## config.mk

```make
export PLATFORM = sky130hd
export DESIGN_NAME = uart_rx
export DESIGN_NICKNAME = d
export VERILOG_FILES = /design/src/rtl/uart_rx.sv
export SDC_FILE = /design/constraint.sdc
export NUM_CORES = 1
export LEC_CHECK = 0
export CAP_MARGIN = 10
export CORE_ASPECT_RATIO = 0.7
export CORE_MARGIN = 10
export CORE_UTILIZATION = 60
export DETAILED_ROUTE_END_ITERATION = 10
export PLACE_DENSITY = 0.82
export SLEW_MARGIN = 20
export SYNTH_ARGS = -nofsm -noshare
export SYNTH_HDL_FRONTEND = slang
export SYNTH_SLANG_ARGS = --single-unit
```

## constraint.sdc

```tcl
create_clock -name clk -period 4.1 [get_ports clk]
set_input_delay 0.82 -clock clk [delete_from_list [all_inputs] [get_ports clk]]
set_output_delay 0.82 -clock clk [all_outputs]
set_load 0.03 [all_outputs]
```

## src/rtl/uart_rx.sv

```systemverilog
// uart_rx: 8N1 UART receiver with a two-flop rx synchroniser and mid-bit sampling.
// Reports each good byte with a one-cycle rx_valid pulse and a low stop bit with frame_err.
module uart_rx #(
    parameter int DATA_WIDTH     = 8,
    parameter int BAUDRATE       = 115200,
    parameter int CLK_FREQ_MHZ   = 125,
    parameter int BAUDRATE_COUNT = CLK_FREQ_MHZ * 1_000_000 / BAUDRATE,
    parameter int HALF_COUNT     = BAUDRATE_COUNT / 2
) (
    input  logic                  clk,
    input  logic                  rst,
    input  logic                  rx,
    output logic [DATA_WIDTH-1:0] data_o,
    output logic                  rx_valid,
    output logic                  frame_err,
    output logic                  rx_busy
);

    localparam int CNT_W = $clog2(BAUDRATE_COUNT);
    localparam int BIT_W = $clog2(DATA_WIDTH);

    localparam logic [1:0] S_IDLE  = 2'd0;
    localparam logic [1:0] S_START = 2'd1;
    localparam logic [1:0] S_DATA  = 2'd2;
    localparam logic [1:0] S_STOP  = 2'd3;

    logic [1:0]            r_state;
    logic [1:0]            w_state_nxt;
    logic                  r_rx_meta;
    logic                  r_rx_s;
    logic                  r_rx_d;
    logic [1:0]            r_sync_fill;
    logic                  r_armed;
    logic [CNT_W-1:0]      r_baud_cnt;
    logic [BIT_W-1:0]      r_bit_cnt;
    logic [DATA_WIDTH-1:0] r_shift;
    logic                  w_fall;
    logic                  w_tick;

    assign w_fall  = r_armed & r_rx_d & ~r_rx_s;
    assign w_tick  = (r_baud_cnt == CNT_W'(BAUDRATE_COUNT - 1));
    assign rx_busy = (r_state != S_IDLE);

    // r_armed waits until r_rx_s carries a genuinely sampled high level, so the
    // synchroniser's reset value can never masquerade as a start edge.
    // NOTE: sequential state uses non-blocking assignments so every flop samples pre-edge values.
    always_ff @(posedge clk or posedge rst) begin
        if (rst) begin
            r_rx_meta   <= 1'b1;
            r_rx_s      <= 1'b1;
            r_rx_d      <= 1'b0;
            r_sync_fill <= 2'b00;
            r_armed     <= 1'b0;
        end else begin
            r_rx_meta   <= rx;
            r_rx_s      <= r_rx_meta;
            r_rx_d      <= r_rx_s;
            r_sync_fill <= {r_sync_fill[0], 1'b1};
            if (r_sync_fill[1] && r_rx_s)
                r_armed <= 1'b1;
        end
    end

    // NOTE: the default assignment first keeps this block free of inferred latches.
    always_comb begin
        w_state_nxt = r_state;
        case (r_state)
            S_IDLE:  if (w_fall) w_state_nxt = S_START;
            S_START: if (r_baud_cnt == CNT_W'(HALF_COUNT - 1))
                         w_state_nxt = r_rx_s ? S_IDLE : S_DATA;
            S_DATA:  if (w_tick && (r_bit_cnt == BIT_W'(DATA_WIDTH - 1)))
                         w_state_nxt = S_STOP;
            S_STOP:  if (w_tick) w_state_nxt = S_IDLE;
            default: w_state_nxt = S_IDLE;
        endcase
    end

    always_ff @(posedge clk or posedge rst) begin
        if (rst) begin
            r_state    <= S_IDLE;
            r_baud_cnt <= '0;
        end else begin
            r_state <= w_state_nxt;
            if ((r_state == S_IDLE) || (w_state_nxt != r_state) || w_tick)
                r_baud_cnt <= '0;
            else
                r_baud_cnt <= r_baud_cnt + 1'b1;
        end
    end

    always_ff @(posedge clk or posedge rst) begin
        if (rst) begin
            r_bit_cnt <= '0;
            r_shift   <= '0;
            data_o    <= '0;
            rx_valid  <= 1'b0;
            frame_err <= 1'b0;
        end else begin
            rx_valid  <= 1'b0;
            frame_err <= 1'b0;
            if ((r_state == S_DATA) && w_tick) begin
                r_shift   <= {r_rx_s, r_shift[DATA_WIDTH-1:1]};
                r_bit_cnt <= (r_bit_cnt == BIT_W'(DATA_WIDTH - 1)) ? '0 : r_bit_cnt + 1'b1;
            end
            if ((r_state == S_STOP) && w_tick) begin
                if (r_rx_s) begin
                    data_o   <= r_shift;
                    rx_valid <= 1'b1;
                end else begin
                    frame_err <= 1'b1;
                end
            end
        end
    end

endmodule
```

==> results.txt, run 1 <==
The power per standard cell area came out at approximately 470 mW/mm². The end-of-flow core utilization came out at 72.2%. The maximum number of pins on one net before global-route repair is 41. The total track usage is between 10% and 20%.

The highest clock frequency the design can meet is approximately 400 MHz. The global-route wire length before repair came out at 4860 µm. The critical path goes through inv_1 -> nand2_1 -> clkdlybuf4s50_1. Of all nets on the critical path, the largest fanout is 6.

Summed over all nets, the switching power comes to about 0.24 mW. The worst slew margin relative to its limit is a little over three fifths. The first element of the critical path is r_state[0].

The gate count after technology mapping is 131. The setup TNS after final layout came out at 0 ns. Of the total power, combinational logic draws 12.7%. The highest signal layer in the routed design is met4.

The number of max-slew violations in the final report is 0. The count of nets after finishing came out at ~160. Relative to the synthesized area, the layout overhead comes to 17.2%.

The worst path uses 60.9% of the clock period. The nature of the critical path startpoint is a register. The wire length after detailed routing is around 2800 µm.

The worst register-to-register path begins at r_baud_cnt[0]. In this run, flip-flops and latches consume around half of the power. Of all flip-flops after synthesis, the portion carrying an async set or reset was 100%. The met3 wirelength from detailed routing came out at 121 µm. The count of flip-flops with a built-in enable after synthesis is 0. The arrival time of the worst setup path came out at about 1.7 ns. The startpoint identified for the worst hold timing path is r_sync_fill[0]. The mapped netlist covers 0.00170 mm². The overall die area came out at 0.00540 mm². The TritonCTS clock tree is done. The wire length per cell is ~15 µm. The tree is rooted in a sky130_fd_sc_hd__clkbuf_8. The count of cells resized by post-cts repair is 0. The insertion delay to the later sink of the worst-skew pair came out at 0.29 ns. For this configuration, the core starts out at a cell density of between 60 and 70%.

Using the TritonRoute via totals, the vias-per-cell ratio works out to approximately 5.5. After the first detailed-routing iteration, the DRC count stood at 72. For this design, the CTS-stage hold fixing added 0 buffers. The deepest level of the CTS H-tree came out at 2. The share of the yosys chip area belonging to registers is 58.9%.

Input and output buffers added on the ports amount to 13. The half-perimeter wire length of the detailed placement result is 1940 µm. The number of inserted filler cells in the final layout is 182. For this run, the leading register cell type out of synthesis is sky130_fd_sc_hd__dfrtp_1. The biggest area contributor in the post-synthesis netlist is sky130_fd_sc_hd__dfrtp_1. For this run the aggregate overflow at the end of global routing stands at 0. The worst hold path belongs to the class reg2reg. Before antenna repair, the detailed router went through 4 iterations. For this run, design rule violations remaining after detail routing come to 0. The count of nets left with antenna violations after detail routing is 0.

In this run, distinct cell masters in the synthesized netlist total 31. The met2 routed wirelength came out at 1260 µm. The final worst clock skew is roughly 0.011 ns. The buffer count from post-CTS setup fixing is 0.

Synthesis inferred 40 register bits. Setup repair after global routing left no endpoint under its margin. The worst path required time is 3.28 ns. The count of clock tree sinks is 40. The number of buffers created by CTS came out at 5.

At the pin with the least slew margin, the transition time is 0.556 ns. Across the run, the number of max-cap violations was 0. The Yosys warning count is 0. Of the post-synthesis cell area, the dominant cell type holds 55.8%.

IR analysis of the VDD net gives a maximum drop of 0.340 mV. The classification of the worst setup path is reg2out. The portion of total power attributed to the clock network is 36.6%.

The final weighted congestion of routability-driven global placement came out at 0.731. The count of boundary I/O pins is 14. In this design, the stage delay of the slowest critical-path cell is around 0.68 ns. The number of setup violations in the final report is 0. The number of hold violations in the final report came out at 0.

Each instance of the synthesized netlist takes up on average roughly 13 µm². The initial antenna violation count came out at 0. The number of nets produced by synthesis is around 140. The clock slew at the register clock pins of the worst setup and hold paths came out at 0.08 ns. In this run the standard cell core region covers 0.00276 mm². The floorplan die width is ~84 µm.

The largest individual stage delay along the critical path comes from the cell sky130_fd_sc_hd__clkdlybuf4s50_1. The worst setup path is captured at an output port. The internal power consumption came out at roughly 0.7 mW.

The fraction of power spent switching nets came out at 25.4%. The floorplan die height came out at 64.6 µm. The flow ran to the end, and the final reports show no timing, DRC or antenna violations. The total vias in the final route is 1032. The share of cells above drive strength 1 is a little under a quarter.

For this design the static power due to leakage is 0.964 nW. The wire length the detailed router placed on met1 came out at approximately 1400 µm. Row generation in the floorplan step produced 16 rows. The clock tree buffer depth is 2. The count of antenna diodes in the layout is 0. The shortest clock period the worst path allows after layout came out at 2.50 ns.

In the post-synthesis netlist, the biggest area contributors are sky130_fd_sc_hd__dfrtp_1 56%, sky130_fd_sc_hd__mux2_2 13%, sky130_fd_sc_hd__ha_1 3.7%. The number of global-route vias before repair is 1062.
==> flip-flops by register name (all words and copies together), names as in the netlist <==
signal	cells
frame_err	1
r_bit_cnt	3
r_state	2
data_o	8
r_rx_d	1
r_rx_s	1
r_sync_fill	2
r_shift	8
rx_valid	1
r_baud_cnt	11
r_armed	1
r_rx_meta	1
==> worst max-delay path: cells and delay by family (launching register included) <==
| family | cells | cell delay (ns) |
|---|---|---|
| AND/OR/NAND/NOR | 1 | 0.11 |
| buffers and inverters | 2 | 0.81 |
| flip-flops | 1 | 0.47 |
==> metal layers <==
layer / vias up / global-route usage [%]
li1: 481 / -
met5: - / 0
met2: 24 / 17.4
met4: 0 / 5.00
met1: 523 / 13.3
met3: 4 / 4.12
==> per-stage QoR <==
stage | setup WS (ns) | instance area (µm²) | cells | power, mW | hold WS, ns
after floorplan | 2.37 | 1700 | 131 | 0.567 | 0.331
after global placement | 1.96 | 1870 | 179 | 0.592 | 0.332
after detailed placement | 1.89 | 1870 | 179 | 0.601 | 0.337
after CTS | 1.58 | 2000 | 187 | 0.943 | 0.343
after global routing | 1.52 | 2000 | 187 | 0.987 | 0.354
final | 1.60 | 2000 | 187 | 0.937 | 0.338
==> final timing paths <==
kind | to | slack [ns] | cells past startpoint
worst max-delay path | rx_busy | 1.60 | 3
worst min-delay path | r_sync_fill[1] | 0.34 | 0
worst max register to register | r_shift[7] | 2.10 | 6
worst min register to register | r_sync_fill[1] | 0.34 | 0
max in group asynchronous | r_rx_meta | 2.81 | 3
min in group asynchronous | r_baud_cnt[9] | 0.93 | 3
==> layout by cell type, fill, tap and decap left out, types with 2 or more instances in the layout <==
cell type	Yosys	final
sky130_fd_sc_hd__o2bb2ai_1	2	2
sky130_fd_sc_hd__nand4_1	3	3
sky130_fd_sc_hd__dfstp_2	2	2
sky130_fd_sc_hd__dfrtp_1	38	38
sky130_fd_sc_hd__clkdlybuf4s50_1	0	13
sky130_fd_sc_hd__nand2_1	3	3
sky130_fd_sc_hd__nor2_1	15	15
sky130_fd_sc_hd__clkbuf_8	0	7
sky130_fd_sc_hd__xor2_1	4	4
sky130_fd_sc_hd__nand3_1	7	7
sky130_fd_sc_hd__mux2_2	19	19
sky130_fd_sc_hd__ha_1	5	5
sky130_fd_sc_hd__nor3_4	2	2
sky130_fd_sc_hd__xnor2_1	5	5
sky130_fd_sc_hd__inv_1	8	8
==> cells in the mapped netlist, drive strengths merged, types with 3 or more instances <==
| cell type | n |
|---|---|
| nand4 | 3 |
| ha | 5 |
| nand2 | 3 |
| nor2 | 16 |
| xnor2 | 5 |
| inv | 8 |
| nor3 | 3 |
| mux2 | 19 |
| xor2 | 4 |
| dfrtp | 38 |
| nand3 | 8 |
==> power groups by stage <==
stage | Sequential, mW | Combinational [mW] | Clock, mW
6_report | 0.475 | 0.119 | 0.343
4_1_cts | 0.474 | 0.120 | 0.349
3_5_place_dp | 0.481 | 0.120 | 0
3_3_place_gp | 0.479 | 0.114 | 0
2_1_floorplan | 0.471 | 0.0959 | 0
5_1_grt | 0.483 | 0.140 | 0.364
==> layout make-up <==
class | count | area [µm²] | share of cell area, %
Sequential cell | 40 | 1000 | 50.3
Multi-Input combinational cell | 81 | 653 | 32.7
Timing Repair Buffer | 14 | 138 | 6.90
Clock buffer | 7 | 96.3 | 4.83
Tap cell | 36 | 45.0 | 2.26
Clock inverter | 1 | 30.0 | 1.50
Inverter | 8 | 30.0 | 1.50
==> cell families after synthesis <==
kind of cell             share of synthesized area [%]
AO/OA/AOI/OAI                                     2.21
XOR/XNOR                                          4.63
AND/OR/NAND/NOR                                   15.1
multiplexers                                      12.6
flip-flops                                        58.9
buffers and inverters                             2.72
other                                            0.220
adder cells (fa/ha/maj)                           3.67
Power figures use the tool's default switching activity.
==> run 2: changes to the inputs <==
--- a/config.mk
+++ b/config.mk
@@ -8,9 +8,9 @@
 export CAP_MARGIN = 10
 export CORE_ASPECT_RATIO = 0.7
 export CORE_MARGIN = 10
-export CORE_UTILIZATION = 60
+export CORE_UTILIZATION = 51
 export DETAILED_ROUTE_END_ITERATION = 10
-export PLACE_DENSITY = 0.82
+export PLACE_DENSITY = 0.74
 export SLEW_MARGIN = 20
 export SYNTH_ARGS = -nofsm -noshare
 export SYNTH_HDL_FRONTEND = slang
==> constraint.sdc (replaced) <==
create_clock -name clk -period 2.1 [get_ports clk]
set_input_delay 0.42 -clock clk [delete_from_list [all_inputs] [get_ports clk]]
set_output_delay 0.42 -clock clk [all_outputs]
set_load 0.03 [all_outputs]
==> run 2 against run 1 <==
Total power rose by 78%. Register-to-register slack worse by 1.8 ns. Highest routed layer unchanged. Cell count grew 1.6%. Cell area shrank 1.0%. Sequential power increased by 95%. Combinational power is 90% higher. Setup slack got worse by 1.3 ns. Core utilization down 9.9 points. Count of clock-buffer cells in the layout shrank 1.
==> results.txt, run 2 (synthesis gave the netlist of run 1 again) <==
The flow ran to the end, and the final reports show no timing, DRC or antenna violations. Once detail routing completed, the nets flagged for antenna violations numbered 0. The share of cells above drive strength 1 came out at 24.3%. The worst setup path is launched from a register. The placeable core area is 0.00317 mm². The count of input and output buffers came out at 13.

Across the run, the number of max-cap violations was 0. The clock tree buffer depth came out at 2. In this run the worst hold path is classified as reg2reg. The slowest stage of the critical path is the sky130_fd_sc_hd__dfrtp_1 cell. The power per standard cell area is 844 mW/mm².

The fraction of power consumed by combinational cells came out at 13.6%. The wire length per cell came out at between 10 and 15 µm. The clock tree synthesis step divided the H-tree into 2 levels. The maximum number of pins on one net before global-route repair came out at 41. The setup slack of the most critical reg-to-reg path is 0.28 ns.

Row generation in the floorplan step produced 17 rows. The iteration-0 DRC count of the detailed router came out at 73. For the worst setup path, the data required time is 1.68 ns. The initial antenna violation count came out at 0. At the end of routability-driven placement, the weighted congestion stood at 0.757.

The largest registers in the layout are r_baud_cnt x11, data_o x8, r_shift x8. The starting density of the core came out at 53.7%. The half-perimeter wire length of the detailed placement result is 1990 µm. The buffer count from post-CTS setup fixing came out at 0. For this design, the sink count on the clock tree is 40. The largest driver fanout on the critical path came out at 6. r_baud_cnt holds more flip-flops than any other register. The library cells used most frequently in the layout, excluding fill and tap cells, are 38 x sky130_fd_sc_hd__dfrtp_1, 19 x sky130_fd_sc_hd__mux2_2, 15 x sky130_fd_sc_hd__nor2_1. The total power draw came out at between 1.5 and 2 mW. For this run, the top clock speed supported by timing is 546 MHz. The TritonCTS clock tree is done. The overall die area came out at 0.00609 mm². The number of max-slew violations in the final report came out at 0. The net switching power is 0.459 mW.

The setup TNS after final layout came out at 0 ns. The final worst-path cycle share came out at 87.2%. The leakage power of the design came out at 0.947 nW. The fraction of power spent switching nets is about 28%. The critical path goes through inv_1 -> nand2_1 -> dlygate4sd2_1. The total vias in the final route came out at 978. The worst stage delay on the critical path came out at about 0.48 ns.

The total DRC errors in the routed layout is 0. On the critical path the largest part of the delay comes from buffers and inverters. The worst setup path is captured at an output port. The worst setup path is of the reg2out kind.

The growth of design area from synthesis to finish is 16.0%. The number of buffers created by CTS is 5. The count of nets after finishing is 159. Summing all placed instances gives a cell area of around 0.0019 mm². The shortest clock period the worst path allows after layout is between 1.5 and 2 ns. The remaining global-route overflow is 0. The post-route standard cell area excluding fillers is 0.00198 mm². Setup violations remaining at the end of the flow were counted as 0. The arrival time of the worst setup path is 1.41 ns. After clock tree synthesis, the clock-pin slew on the worst setup and hold paths is 0.07 ns.

The sum of buffers and inverters on the critical path came out at 2. The maximum VDD drop came out at just over 0.5 mV. Setup repair after global routing left no endpoint under its margin. The total track usage came out at 10.4%. The first detailed-routing pass ran for 4 iterations. The internal portion of the total power is around 1.2 mW. The flip-flop count of the largest register after layout is 11. The count of boundary I/O pins came out at 14.

The die is about 68 µm tall. Measured along the x axis, the die boundary spans between 80 and 90 µm. The sequential group share of total power is between 50% and 60%.

The number of hold violations in the final report is 0. The clock network is responsible for 30.9% of the overall power. The first global-routing pass estimated 4800 µm of wire. The insertion delay to the later sink of the worst-skew pair is between 0.2 and 0.3 ns. Clock skew on the completed layout was measured at 0.00285 ns. The most frequent standard cell in the layout excluding fill and tap cells is sky130_fd_sc_hd__dfrtp_1. The count of antenna diodes in the layout is 0. The routed design has 2730 µm of wire. The number of global-route vias before repair is 1029. The post-detailed-route via-to-cell ratio came out at 5.15. The CTS root buffer is sky130_fd_sc_hd__clkbuf_8.
-- run 2: worst paths after layout --
check / start / to / cells after the start
setup / recovery: r_state[0] / rx_busy / 3
hold / removal: r_sync_fill[0] / r_sync_fill[1] / 0
setup reg to reg: r_baud_cnt[0] / r_shift[7] / 7
hold reg to reg: r_sync_fill[0] / r_sync_fill[1] / 0
max in group asynchronous: rst / r_rx_s / 3
min in group asynchronous: rst / r_baud_cnt[1] / 3
-- run 2: cell type report --
type	instances	area, µm²
timing repair buffer	15	144
sequential	40	1000
clock inverter	2	15.0
fill	247	1190
tap	38	47.5
clock buffer	6	82.6
multi-input combinational	81	653
inverter	8	30.0
-- run 2: worst register-to-register path: cells and delay by family (launching register included) --
kind	cells	cell delay, ns
fa+ha+maj	1	0.14
flops	1	0.43
buf+inv	2	0.29
simple gates	3	0.50
mux	1	0.35
-- run 2: power groups by stage --
stage / clock network [mW] / logic [mW] / registers [mW]
CTS: 0.539 / 0.230 / 0.924
finish: 0.516 / 0.226 / 0.926
global route: 0.574 / 0.258 / 0.940
global placement: 0 / 0.221 / 0.934
detailed placement: 0 / 0.228 / 0.940
floorplan: 0 / 0.187 / 0.920
-- run 2: per-layer routing --
layer	vias to the layer above	part of all wire (%)	track usage [%]
li1	485	-	-
met1	478	49	13.1
met2	11	45	15.7
met3	4	5.1	4.15
met4	0	1.1	4.15
met5	-	0	0
-- run 2: what timing repair did --
item                       in CTS  in global routing
hold buffers                    0                  0
gates resized for setup         1                  0
setup endpoints to repair       1                  0
-- run 2: stage by stage --
step / hold WS (ns) / setup WS, ns / util (%) / instances
final: 0.358 / 0.270 / 62.3 / 190
after global routing: 0.356 / 0.166 / 62.3 / 190
after CTS: 0.364 / 0.259 / 62.3 / 190
after detailed placement: 0.346 / 0.291 / 59.3 / 182
after global placement: 0.333 / 0.329 / 59.3 / 182
after floorplan: 0.331 / 0.432 / - / 131
==> RTL edit 1: new RTL, config.mk and constraints of run 1 <==
Make the reset (`rst`) synchronous in 3 clocked blocks.
--- a/src/rtl/uart_rx.sv
+++ b/src/rtl/uart_rx.sv
@@ -46,3 +46,3 @@
     // NOTE: sequential state uses non-blocking assignments so every flop samples pre-edge values.
-    always_ff @(posedge clk or posedge rst) begin
+    always_ff @(posedge clk) begin
         if (rst) begin
@@ -77,3 +77,3 @@
 
-    always_ff @(posedge clk or posedge rst) begin
+    always_ff @(posedge clk) begin
         if (rst) begin
@@ -90,3 +90,3 @@
 
-    always_ff @(posedge clk or posedge rst) begin
+    always_ff @(posedge clk) begin
         if (rst) begin
Function: differs if rst is asserted again (counterexample within 10 cycles, from zero or initial values and one cycle with rst high); with rst held inactive, the same outputs for 10 cycles.
==> RTL edit 1 against run 1 <==
  * Sequential cell count is the same
  * Utilization is 2.3 points higher
  * Register-to-register slack got worse by 0.54 ns
  * Non-clock buffer count did not move
  * Worst setup slack got worse by 0.046 ns
  * Global-route usage is 2.4 points higher
  * Synthesized cell count up 24%
  * Critical endpoint is now r_state[0]
  * Cell area decreased by 6.0%
  * Synthesized area is 5.4% lower
  * Wire length grew 18%
Power is not compared: it rests on default switching activity, and its combinational part moved more than twofold at a synthesized area within 25%.
==> RTL edit 1: results (changes against run 1) <==
Mapped Cells = 162 (+24%)
Post-synth ARST share = 0% (-100 points)
1st-iter DRT viols = 101 (+40%)
PostCTS Resize Cnt = 0 (unchanged)
Leak Pwr = 0.640 nW
IR drop worst, VDD = 0.405 mV
Antenna Cells = 0 (unchanged)
clock buffer depth = 2 (unchanged)
CTS clk-pin slew, worst paths = 0.07 ns
Crit path arrival time = 2.75 ns (+1.07 ns)
HP Class = register to register
Setup Fix Bufs, Post-CTS = 0 (unchanged)
# fillers = 189 (+3.8%)
dpl hpwl = 2350 um (+21%)
Non-Filler Instances = 212 (+13%)
Synthesized Nets = 170 (+22%)
status = finished clean
post-synthesis sequential area ratio = 49.7% (-9.2 points)
worst slack, placed = 1.62 ns (-0.270 ns)
CP max FO = 12 (+6)
initial antenna violation count = 0 (unchanged)
slew margin rel. = 31.0% (-32 points)
placed cell area = 1770 um^2 (-5.4%)
final RePlAce weighted congestion = 0.816 (+12%)
Worst path slowest cell = nor4_4
yosys warns = 0 (unchanged)
share of cells above drive strength 1 = 8.43% (-15 points)
Placed Cells incl. Taps = 204 (+14%)
fin nets = 185 (+17%)
clk_lat worst skew = 0.30 ns
iteration count of the initial detailed-routing pass = 5 (+1)
Final setup viols = 0 (unchanged)
clock skew = 0.00648 ns (-0.00474 ns)
port bufs = 13 (unchanged)
slowest stage delay, CP = 0.96 ns (+0.28 ns)
final wirelength = 3250 um (+18%)
synth cell count leaders = 40 x dfxtp_1, 29 x nor2_1, 19 x mux2i_1, 10 x nor3_1
Yosys cell types = 36 (+16%)
Global Route Usage Sum = 13.5% (+2.4 points)
synth top area cells = dfxtp_1 50%, mux2i_1 12%, nor2_1 6.8%, ha_1 3.9%, xnor2_1 3.8%
largest net degree at the start of global routing = 29 (-29%)
CTS Root Cell = clkbuf_8
Num CTS Buffers = 5 (unchanged)
vias in the first global route = 1125 (+5.9%)
sequential cell area = 801 um^2 (-20%)
via count = 1181 (+14%)
first-pass GRT wire length = 5360 um (+10%)
CTS H-tree depth = 2 (unchanged)
Largest regs = r_baud_cnt x11, data_o x8, r_shift x8
==> RTL edit 1: cell types whose count changed in the layout (fill, tap and decap cells not counted), sizes merged, moves of 3 or more <==
| cell | delta |
|---|---|
| or2 | +3 |
| mux2i | +19 |
| nor3 | +8 |
| nand3 | -3 |
| mux2 | -19 |
| nand2 | +3 |
| dfrtp | -38 |
| nor2 | +13 |
| dfxtp | +40 |
==> RTL edit 1: final timing paths <==
kind,start,to,slack [ns],cells after the start
min reg2reg,r_rx_meta,r_rx_s,0.45,1
min,r_rx_meta,r_rx_s,0.45,1
max reg2reg,r_baud_cnt[7],r_state[0],1.56,4
max,r_baud_cnt[7],r_state[0],1.56,4
==> RTL edit 1: routing by layer <==
metal,global-route usage [%],up-vias,wire length (um),part of all wire (%)
met3,6.66,12,273,8.4
li1,-,583,-,-
met1,15.1,548,1350,41
met2,21.2,38,1560,48
met4,5.51,0,70,2.2
met5,0,-,0,0
==> RTL edit 1: cell families after synthesis <==
family	share of synthesized area, %
and+or+nand+nor	22.4
DFF	49.7
muxes	11.8
buffers and inverters	3.80
xor gates and xnor gates	4.89
AOI/OAI and AO/OA	3.49
adders and majority gates	3.88
==> RTL edit 1: power breakdown <==
group | internal [mW] | switching (mW) | total, mW | leakage, nW
registers | 0.392 | 0.00184 | 0.394 | 0.324
clock network | 0.180 | 0.132 | 0.312 | 0.0552
logic | 0.00435 | 0.00699 | 0.0113 | 0.261
==> RTL edit 1: critical path: cells and delay by family (launching register included) <==
kind	cells	cell delay, ns
flops	1	0.34
simple gates	3	1.79
compound gates	1	0.30
==> RTL edit 1: layout make-up <==
cell class                 instances  share of cell area [%]
inverter                           8                    1.60
clock buffer                       6                    3.87
tap                               34                    2.27
timing repair buffer              14                    7.34
sequential                        40                    42.7
multi-input combinational        108                    40.4
clock inverter                     2                    1.87
==> RTL edit 2: new RTL, flow settings as in run 1 <==
Made on the original files. Change the parameter `DATA_WIDTH` from 8 to 16.
--- a/src/rtl/uart_rx.sv
+++ b/src/rtl/uart_rx.sv
@@ -3,3 +3,3 @@
 module uart_rx #(
-    parameter int DATA_WIDTH     = 8,
+    parameter int DATA_WIDTH     = 16,
     parameter int BAUDRATE       = 115200,
Interface: changed (resized data_o); port bits go from 14 to 22. The function was not compared with the original's and may differ.
==> RTL edit 2 against run 1 <==
  * Synthesized area increased by 45%
  * Count of clock-buffer cells in the layout increased by 9
  * Worst hold slack improved by 0.016 ns
  * Worst setup slack got worse by 0.12 ns
  * Via count increased by 42%
  * Cell area increased by 43%
  * Power increased by 31%
  * Wire length increased by 61%
  * Register-to-register slack got worse by 0.29 ns
  * Sequential cell count increased by 17
  * Largest cell class unchanged
==> RTL edit 2: results (changes against run 1) <==
worst slack, placed = 1.85 ns (-0.0354 ns)
post-synthesis sequential area ratio = 57.9% (-1.1 points)
CTS H-tree depth = 3 (+1)
reg2reg setup slack = 1.81 ns (-0.29 ns)
Synth Area in Adders = 2.03% (-1.6 points)
Non-Filler Instances = 259 (+39%)
met1 capacity usage during global routing = 15.6% (+2.3 points)
synth top area cells = dfrtp_1 56%, mux2_4 12%, mux2_2 6.8%, xor2_1 2.8%, dfstp_2 2.1%
dpl hpwl = 2960 um (+52%)
Largest regs = data_o x16, r_shift x16, r_baud_cnt x11
Placed Cells incl. Taps = 243 (+36%)
worst slew pin tran = 0.938 ns (+0.382 ns)
port bufs = 21 (+8)
Yosys cell types = 37 (+19%)
post-synthesis compound-gate area fraction = 3.19% (+0.99 points)
met2 Usage GRT = 20.9% (+3.5 points)
IR drop worst, VDD = 0.234 mV (-31%)
Routed WL per cell = 17.2 um (+16%)
Global Route met3 Usage = 7.02% (+2.9 points)
Global Route Usage Sum = 13.8% (+2.7 points)
sequential share of power = 53.3% (+2.6 points)
1st-iter DRT viols = 124 (+72%)
status = finished clean
Num CTS Buffers = 9 (+4)
final RePlAce weighted congestion = 0.875 (+20%)
DR WL met2 = 2100 um (+67%)
clk_lat worst skew = 0.34 ns (+0.05 ns)
Detail Route met3 WL = 337 um (+180%)
PD cells = 431 nW/um^2 (-8.1%)
# fillers = 285 (+57%)
placed cell area = 2670 um^2 (+43%)
CTS clk-pin slew, worst paths = 0.06 ns (-0.02 ns)
WL met1 = 1920 um (+42%)
clock skew = 0.00445 ns (-0.00677 ns)
R2R cell count = 4 (-2)
xor/xnor cell area share of the yosys netlist = 3.55% (-1.1 points)
mux contribution to synthesized area = 18.4% (+5.8 points)
r2r startpoint = r_state[0]
Synthesized Nets = 183 (+32%)
Crit path arrival time = 1.80 ns (+0.12 ns)
==> RTL edit 2: layout make-up <==
class	instances	share of cell area, %
Sequential cell	57	50.2
Multi-Input combinational cell	107	33.3
Inverter	6	0.836
Timing Repair Buffer	21	7.39
Clock buffer	16	5.98
Tap cell	52	2.29
==> RTL edit 2: kinds of logic after synthesis <==
group	Yosys count
simple gates	46
compound gates	12
buf+inv	12
flops	57
mux	34
xor+xnor	10
other cells	1
fa+ha+maj	4
==> RTL edit 2: how the worst min path moves through the flow <==
stage              startpoint              to  slack [ns]  cells past startpoint
3_5_place_dp   r_sync_fill[0]  r_sync_fill[1]        0.34                      0
2_1_floorplan  r_sync_fill[0]  r_sync_fill[1]        0.33                      0
4_1_cts             r_rx_meta          r_rx_s        0.35                      0
6_report            r_rx_meta          r_rx_s        0.35                      0
3_3_place_gp   r_sync_fill[0]  r_sync_fill[1]        0.33                      0
5_1_grt             r_rx_meta          r_rx_s        0.36                      0
